$ cat src/rtl/seg7_pkg.sv
// Shared 7-segment constants: the encoder and the scan capture both use
// these so encode and decode can never drift apart.
package seg7_pkg;

  // Segment order {a,b,c,d,e,f,g}, bit 6 = a, active-high.
  localparam logic [6:0] SEG_PAT_0     = 7'b1111110;
  localparam logic [6:0] SEG_PAT_1     = 7'b0110000;
  localparam logic [6:0] SEG_PAT_2     = 7'b1101101;
  localparam logic [6:0] SEG_PAT_3     = 7'b1111001;
  localparam logic [6:0] SEG_PAT_4     = 7'b0110011;
  localparam logic [6:0] SEG_PAT_5     = 7'b1011011;
  localparam logic [6:0] SEG_PAT_6     = 7'b1011111;
  localparam logic [6:0] SEG_PAT_7     = 7'b1110000;
  localparam logic [6:0] SEG_PAT_8     = 7'b1111111;
  localparam logic [6:0] SEG_PAT_9     = 7'b1111011;
  localparam logic [6:0] SEG_PAT_BLANK = 7'b0000000;

  // Out-of-range BCD codes that flag a blank or undecodable digit.
  localparam logic [3:0] BCD_BLANK = 4'hF;
  localparam logic [3:0] BCD_ERR   = 4'hE;

  typedef enum logic {
    HUNT = 1'b0,  // waiting for a digit dwell to settle
    HOLD = 1'b1   // dwell captured, waiting for it to end
  } cap_state_e;

endpackage

$ cat src/rtl/seg7_pattern_decode.sv
// Combinational 7-segment pattern to BCD decode, inverse of the encode table.
module seg7_pattern_decode
  import seg7_pkg::*;
(
  input  logic [6:0] i_pat,
  output logic [3:0] o_bcd,
  output logic       o_err,
  output logic       o_blank
);

  // Legal digits map to 0-9; the flags fall out of the two reserved codes.
  always_comb begin
    o_bcd = BCD_ERR;
    case (i_pat)
      SEG_PAT_0:     o_bcd = 4'd0;
      SEG_PAT_1:     o_bcd = 4'd1;
      SEG_PAT_2:     o_bcd = 4'd2;
      SEG_PAT_3:     o_bcd = 4'd3;
      SEG_PAT_4:     o_bcd = 4'd4;
      SEG_PAT_5:     o_bcd = 4'd5;
      SEG_PAT_6:     o_bcd = 4'd6;
      SEG_PAT_7:     o_bcd = 4'd7;
      SEG_PAT_8:     o_bcd = 4'd8;
      SEG_PAT_9:     o_bcd = 4'd9;
      SEG_PAT_BLANK: o_bcd = BCD_BLANK;
      default:       o_bcd = BCD_ERR;
    endcase
    o_err   = (o_bcd == BCD_ERR);
    o_blank = (o_bcd == BCD_BLANK);
  end

endmodule

$ cat src/rtl/seg7_scan_capture.sv
// Samples a multiplexed 7-segment bus, captures each digit once per stable
// dwell, and emits one decoded frame per full scan on a valid/ready port.
module seg7_scan_capture
  import seg7_pkg::*;
#(
  parameter int NUM_DIGITS     = 4,
  parameter int STABLE_CYCLES  = 4,
  parameter bit SEG_ACTIVE_LOW = 1'b0,
  parameter bit DIG_ACTIVE_LOW = 1'b0
) (
  input  logic                    clk,
  input  logic                    rst_n,
  input  logic [6:0]              seg_in,
  input  logic [NUM_DIGITS-1:0]   dig_en,
  output logic [4*NUM_DIGITS-1:0] bcd_out,
  output logic [NUM_DIGITS-1:0]   digit_err,
  output logic [NUM_DIGITS-1:0]   digit_blank,
  output logic                    out_valid,
  input  logic                    out_ready,
  output logic                    overflow,
  input  logic                    clr_ovf
);

  localparam int CW = $clog2(STABLE_CYCLES + 1);

  logic [6:0]                  r_seg_m, r_seg_q;
  logic [NUM_DIGITS-1:0]       r_den_m, r_den_q;
  logic [6:0]                  w_seg_s;
  logic [NUM_DIGITS-1:0]       w_den_s;
  logic [NUM_DIGITS+6:0]       r_prev;
  logic                        w_match, w_onehot, w_stable, w_capture;
  logic [CW-1:0]               r_cnt, w_cnt_nxt;
  cap_state_e                  r_state;
  logic [3:0]                  w_dec_bcd;
  logic                        w_dec_err, w_dec_blank;
  logic [NUM_DIGITS-1:0][3:0]  r_slot_bcd;
  logic [NUM_DIGITS-1:0]       r_slot_err, r_slot_blank, r_mask;
  logic                        w_complete, w_load, w_drop;
  logic [4*NUM_DIGITS-1:0]     r_bcd;
  logic [NUM_DIGITS-1:0]       r_err, r_blank;
  logic                        r_valid, r_ovf;

  // Two-flop synchronizers for the asynchronous panel lines.
  always_ff @(posedge clk or negedge rst_n) begin
    if (!rst_n) begin
      r_seg_m <= '0;
      r_seg_q <= '0;
      r_den_m <= '0;
      r_den_q <= '0;
    end else begin
      r_seg_m <= seg_in;
      r_seg_q <= r_seg_m;
      r_den_m <= dig_en;
      r_den_q <= r_den_m;
    end
  end

  assign w_seg_s  = SEG_ACTIVE_LOW ? ~r_seg_q : r_seg_q;
  assign w_den_s  = DIG_ACTIVE_LOW ? ~r_den_q : r_den_q;
  assign w_onehot = $onehot(w_den_s);
  assign w_match  = ({w_seg_s, w_den_s} == r_prev);

  // Run length of unchanged one-hot samples, saturating. STABLE_CYCLES
  // identical samples means STABLE_CYCLES-1 matches against the previous one,
  // so capture lands STABLE_CYCLES-1 cycles after the first sample.
  always_comb begin
    w_cnt_nxt = '0;
    if (w_match && w_onehot)
      w_cnt_nxt = (r_cnt == CW'(STABLE_CYCLES)) ? r_cnt : r_cnt + 1'b1;
  end

  assign w_stable  = (w_cnt_nxt >= CW'(STABLE_CYCLES - 1));
  assign w_capture = (r_state == HUNT) && w_stable;

  seg7_pattern_decode u_dec (
    .i_pat   (w_seg_s),
    .o_bcd   (w_dec_bcd),
    .o_err   (w_dec_err),
    .o_blank (w_dec_blank)
  );

  // Dwell tracker: one capture per dwell, re-armed when the bus changes.
  always_ff @(posedge clk or negedge rst_n) begin
    if (!rst_n) begin
      r_prev  <= '0;
      r_cnt   <= '0;
      r_state <= HUNT;
    end else begin
      r_prev <= {w_seg_s, w_den_s};
      r_cnt  <= w_cnt_nxt;
      case (r_state)
        HUNT:    if (w_capture) r_state <= HOLD;
        HOLD:    if (!(w_match && w_onehot)) r_state <= HUNT;
        default: r_state <= HUNT;
      endcase
    end
  end

  assign w_complete = &r_mask;
  assign w_load     = w_complete && (!r_valid || out_ready);
  assign w_drop     = w_complete && r_valid && !out_ready;

  // Working slots; den_s is one-hot on capture so it doubles as the mask bit.
  always_ff @(posedge clk or negedge rst_n) begin
    if (!rst_n) begin
      r_slot_bcd   <= '0;
      r_slot_err   <= '0;
      r_slot_blank <= '0;
      r_mask       <= '0;
    end else begin
      for (int i = 0; i < NUM_DIGITS; i++) begin
        if (w_capture && w_den_s[i]) begin
          r_slot_bcd[i]   <= w_dec_bcd;
          r_slot_err[i]   <= w_dec_err;
          r_slot_blank[i] <= w_dec_blank;
        end
      end
      r_mask <= (w_complete ? '0 : r_mask) | (w_capture ? w_den_s : '0);
    end
  end

  // Output frame register and handshake; a pending frame is never disturbed.
  always_ff @(posedge clk or negedge rst_n) begin
    if (!rst_n) begin
      r_bcd   <= '0;
      r_err   <= '0;
      r_blank <= '0;
      r_valid <= 1'b0;
      r_ovf   <= 1'b0;
    end else begin
      if (w_load) begin
        r_bcd   <= r_slot_bcd;
        r_err   <= r_slot_err;
        r_blank <= r_slot_blank;
        r_valid <= 1'b1;
      end else if (r_valid && out_ready) begin
        r_valid <= 1'b0;
      end
      if (w_drop)       r_ovf <= 1'b1;
      else if (clr_ovf) r_ovf <= 1'b0;
    end
  end

  assign bcd_out     = r_bcd;
  assign digit_err   = r_err;
  assign digit_blank = r_blank;
  assign out_valid   = r_valid;
  assign overflow    = r_ovf;

endmodule

$ cat config.mk
export PLATFORM = sky130hd
export DESIGN_NAME = seg7_scan_capture
export DESIGN_NICKNAME = d
export VERILOG_FILES = /design/src/rtl/seg7_pkg.sv /design/src/rtl/seg7_pattern_decode.sv /design/src/rtl/seg7_scan_capture.sv
export SDC_FILE = /design/constraint.sdc
export NUM_CORES = 1
export LEC_CHECK = 0
export CORE_MARGIN = 3
export CORE_UTILIZATION = 35
export CTS_BUF_LIST = sky130_fd_sc_hd__clkbuf_4 sky130_fd_sc_hd__clkbuf_8 sky130_fd_sc_hd__clkbuf_16
export DETAILED_ROUTE_END_ITERATION = 8
export GPL_ROUTABILITY_DRIVEN = 0
export PLACE_DENSITY = 0.52
export SETUP_SLACK_MARGIN = 0.5
export SLEW_MARGIN = 25
export SYNTH_ARGS = -nofsm -noshare
export SYNTH_HDL_FRONTEND = slang
export SYNTH_SLANG_ARGS = --single-unit
export TNS_END_PERCENT = 5
$ cat constraint.sdc
create_clock -name clk -period 3.8 [get_ports clk]
set_clock_uncertainty 0.1 [all_clocks]
set_input_delay 0.76 -clock clk [delete_from_list [all_inputs] [get_ports clk]]
set_output_delay 0.76 -clock clk [all_outputs]
set_load 0.05 [all_outputs]
==> flow_summary.yaml <==
status:
  status: "finished clean"
sta:
  period_needed_ns: 3.202
  final_hold_viol_count: 0
  layout_setup_ws_ns: 0.5977
  worst_pin_slew_ns: 0.8789
  tns_ns: 0
  slew-limit-headroom_pct: 41.41
  fmax_mhz: 312.3
  setup_viol: 0
  period_share_pct: 84.27
  drv_slew: 0
  rsz0062_at_grt: "yes"
global_route:
  grt_pass1_wl_um: 10970
  grt_use_met1_pct: 16.22
  grt_max_degree: 73
  use_met3_pct: 3.993
  antenna_found_initial: 0
  grtUsageMet2_pct: 18.11
  grt_usage_pct: 11.95
  first_global_vias: 2107
  grt.busiest_layer: "met2"
  grt_overflow_total: 0
synth:
  syn_nets: 285
  synth_cell_types: 43
  yosys_warnings: 0
  synth_edf_count: 0
  yosysSeqAreaShare_pct: 60.28
  ys_top_cells_by_area: "dfrtp_1 60%, mux2_4 7.9%, mux2_2 7.2%, buf_6 2.7%, xnor2_1 1.9%"
  synthArstFlopShare_pct: 100.0
  syn_area_um2: 3777
  synth-main-ff-cell: "dfrtp_1"
  avgSynthCellArea_um2: 14.25
  yosys.area.top_type_share_pct: 60.28
  ys_seq_elements: 91
  synth_top_area_cell: "dfrtp_1"
  syn_inst: 265
die:
  rows: 37
  io_pins: 41
  die_x_um: 109.9
  dieArea_um2: 12070
  die_h_um: 109.9
  core_um2: 10420
  initial_core_util_pct: 36.26
placement:
  place_hpwl_um: 4404
  pre_cts_ws_ns: 0.4428
  portBuffers: 40
power:
  switching_share_pct: 23.82
  power_frac_comb_pct: 4.8
  pwr-share-seq_pct: 59.5
  pwr-share-clk_pct: 35.7
  ir_drop_uv: 216.9
  power.density_nw_per_um2: 381.7
  leakage_uw: 0.002072
  p_sw_uw: 403.0
  p_int_uw: 1289
setup_path:
  cp.required_ns: 3.94
  worstSetupPathType: "reg2reg"
  path_max_fanout: 7
  crit_slowest_cell: "or4_4"
  cp_slowest_stage_delay_ns: 0.68
  crit_arrival_ns: 3.34
  start_kind: "flop"
  path_cells: "inv_1 > fa_1 > inv_1 > ha_1 > ha_1 > nor3b_1 > nand4_1 > or4_4 > mux2_4"
  end_kind: "flop"
clock_network:
  clock-sinks: 91
  clockRootBuffer: "clkbuf_8"
  cts_made_buffers: 9
  clock_latency_ns: 0.36
  path_clk_slew_ns: 0.09
  clk_path_buf_depth: 2
  htreeDepth: 3
  cts_tree: "done"
  post_cts_buffers: 0
detailed_routing:
  drc: 0
  routed_wl_um: 6426
  viasPerCell: 4.779
  initialDrtViolationCount: 60
  vias: 2122
  dr.pass1.iters: 4
  ant_nets: 0
  wl_per_cell_um: 14.47
job:
  cap_violations: 0
min_path:
  hold_class: "reg2reg"
final_layout:
  final_cell_mix: "91 x dfrtp_1, 39 x clkdlybuf4s50_1, 24 x mux2_2"
  diodes: 0
  area_growth_syn_to_layout_pct: 17.32
  layout-drive-gt1-share_pct: 25.32
  final_common_cell: "dfrtp_1"
  final_nets: 323
-- sequential cells by signal, summed over array words and instances (netlist names), 4 cells and up --
| register | count |
|---|---|
| r_slot_err | 4 |
| digit_blank | 4 |
| bcd_out | 16 |
| r_mask | 4 |
| digit_err | 4 |
| r_seg_m | 7 |
| r_slot_bcd | 16 |
| r_slot_blank | 4 |
| r_prev | 11 |
| r_den_m | 4 |
| r_seg_q | 7 |
| r_den_q | 4 |
-- per-stage QoR --
| stage | power, uW | utilization (%) | hold WS (ns) | instance area (um2) | std cells |
|---|---|---|---|---|---|
| after floorplan | 1070 | - | 0.2312 | 3777 | 265 |
| after global placement | 1108 | 40.66 | 0.2314 | 4235 | 428 |
| after detailed placement | 1110 | 40.66 | 0.2347 | 4235 | 428 |
| after CTS | 1723 | 42.44 | 0.2564 | 4420 | 444 |
| after global routing | 1772 | 42.55 | 0.2655 | 4432 | 444 |
| final | 1692 | 42.55 | 0.2510 | 4432 | 444 |
-- worst max-delay path: cells and delay by family (launching register included) --
| kind | cells | cell delay (ns) |
|---|---|---|
| and+or+nand+nor | 3 | 1.18 |
| muxes | 1 | 0.33 |
| DFF | 1 | 0.41 |
| adders and majority gates | 3 | 0.96 |
| buffers and inverters | 2 | 0.12 |
-- cells by family (layout without fill, tap and decap cells) --
kind of cell | Yosys count | in the layout | synth area share [%]
AO/OA/AOI/OAI | 26 | 26 | 4.770
adder cells (fa/ha/maj) | 5 | 5 | 1.855
XOR/XNOR | 13 | 13 | 4.306
multiplexers | 44 | 44 | 15.10
buffers and inverters | 26 | 69 | 4.571
AND/OR/NAND/NOR | 60 | 60 | 9.110
flip-flops | 91 | 91 | 60.28
-- cell type report --
| class | instances | area, um2 |
|---|---|---|
| clock inverters | 5 | 36.28 |
| repair buffers | 43 | 420.4 |
| inverters | 10 | 37.54 |
| multi-input cells | 148 | 1345 |
| fillers | 971 | 5984 |
| clock buffers | 11 | 145.1 |
| flip-flops and latches | 91 | 2277 |
| well taps | 136 | 170.2 |
-- synthesized netlist by cell type (3+ instances only) --
cell type,instances
a21oi_1,3
nand3b_1,5
inv_1,10
nand4b_1,3
buf_6,9
nor2_1,10
or4_1,4
nand3_1,3
o21ai_1,5
o21ai_0,4
mux2_2,24
ha_1,4
nand2b_1,4
nand2_1,15
buf_2,3
xnor2_2,4
xnor2_1,8
mux2_4,20
o22ai_1,3
nand4_1,6
a211oi_1,3
dfrtp_1,91
clkbuf_1,3
-- final timing paths --
| path | start | endpoint | slack, ns | depth (start not counted) |
|---|---|---|---|---|
| setup / recovery | r_den_q[0]$_DFF_PN0_ | r_slot_bcd[6]$_DFFE_PN0P_ | 0.60 | 9 |
| min in group asynchronous | rst_n | out_valid$_DFFE_PN0P_ | 0.41 | 1 |
| max in group asynchronous | rst_n | bcd_out[9]$_DFFE_PN0P_ | 2.49 | 2 |
| hold / removal | r_seg_m[6]$_DFF_PN0_ | r_seg_q[6]$_DFF_PN0_ | 0.25 | 0 |
| setup reg to reg | r_den_q[0]$_DFF_PN0_ | r_slot_bcd[6]$_DFFE_PN0P_ | 0.60 | 9 |
| hold reg to reg | r_seg_m[6]$_DFF_PN0_ | r_seg_q[6]$_DFF_PN0_ | 0.25 | 0 |
-- timing repair --
action / in CTS / in global routing
hold buffers: 0 / 0
pin swaps: 0 / 1
gates resized for setup: 1 / 3
hold endpoints to repair: 0 / 0
endpoints found under the setup margin: 15 / 22
-- power by group through the flow --
stage               Sequential [uW]  Clock [uW]  Combinational, uW
floorplan                      1010           0               55.8
global placement               1030           0               82.7
detailed placement             1030           0               83.0
CTS                            1010         632               83.1
global route                   1010         668               93.6
finish                         1010         604               80.6
-- routing by layer --
metal,up-vias,part of all wire [%]
li1,994,-
met1,1075,48
met2,47,46
met3,6,4.9
met4,0,1.1
met5,-,0
Power figures use the tool's default switching activity.
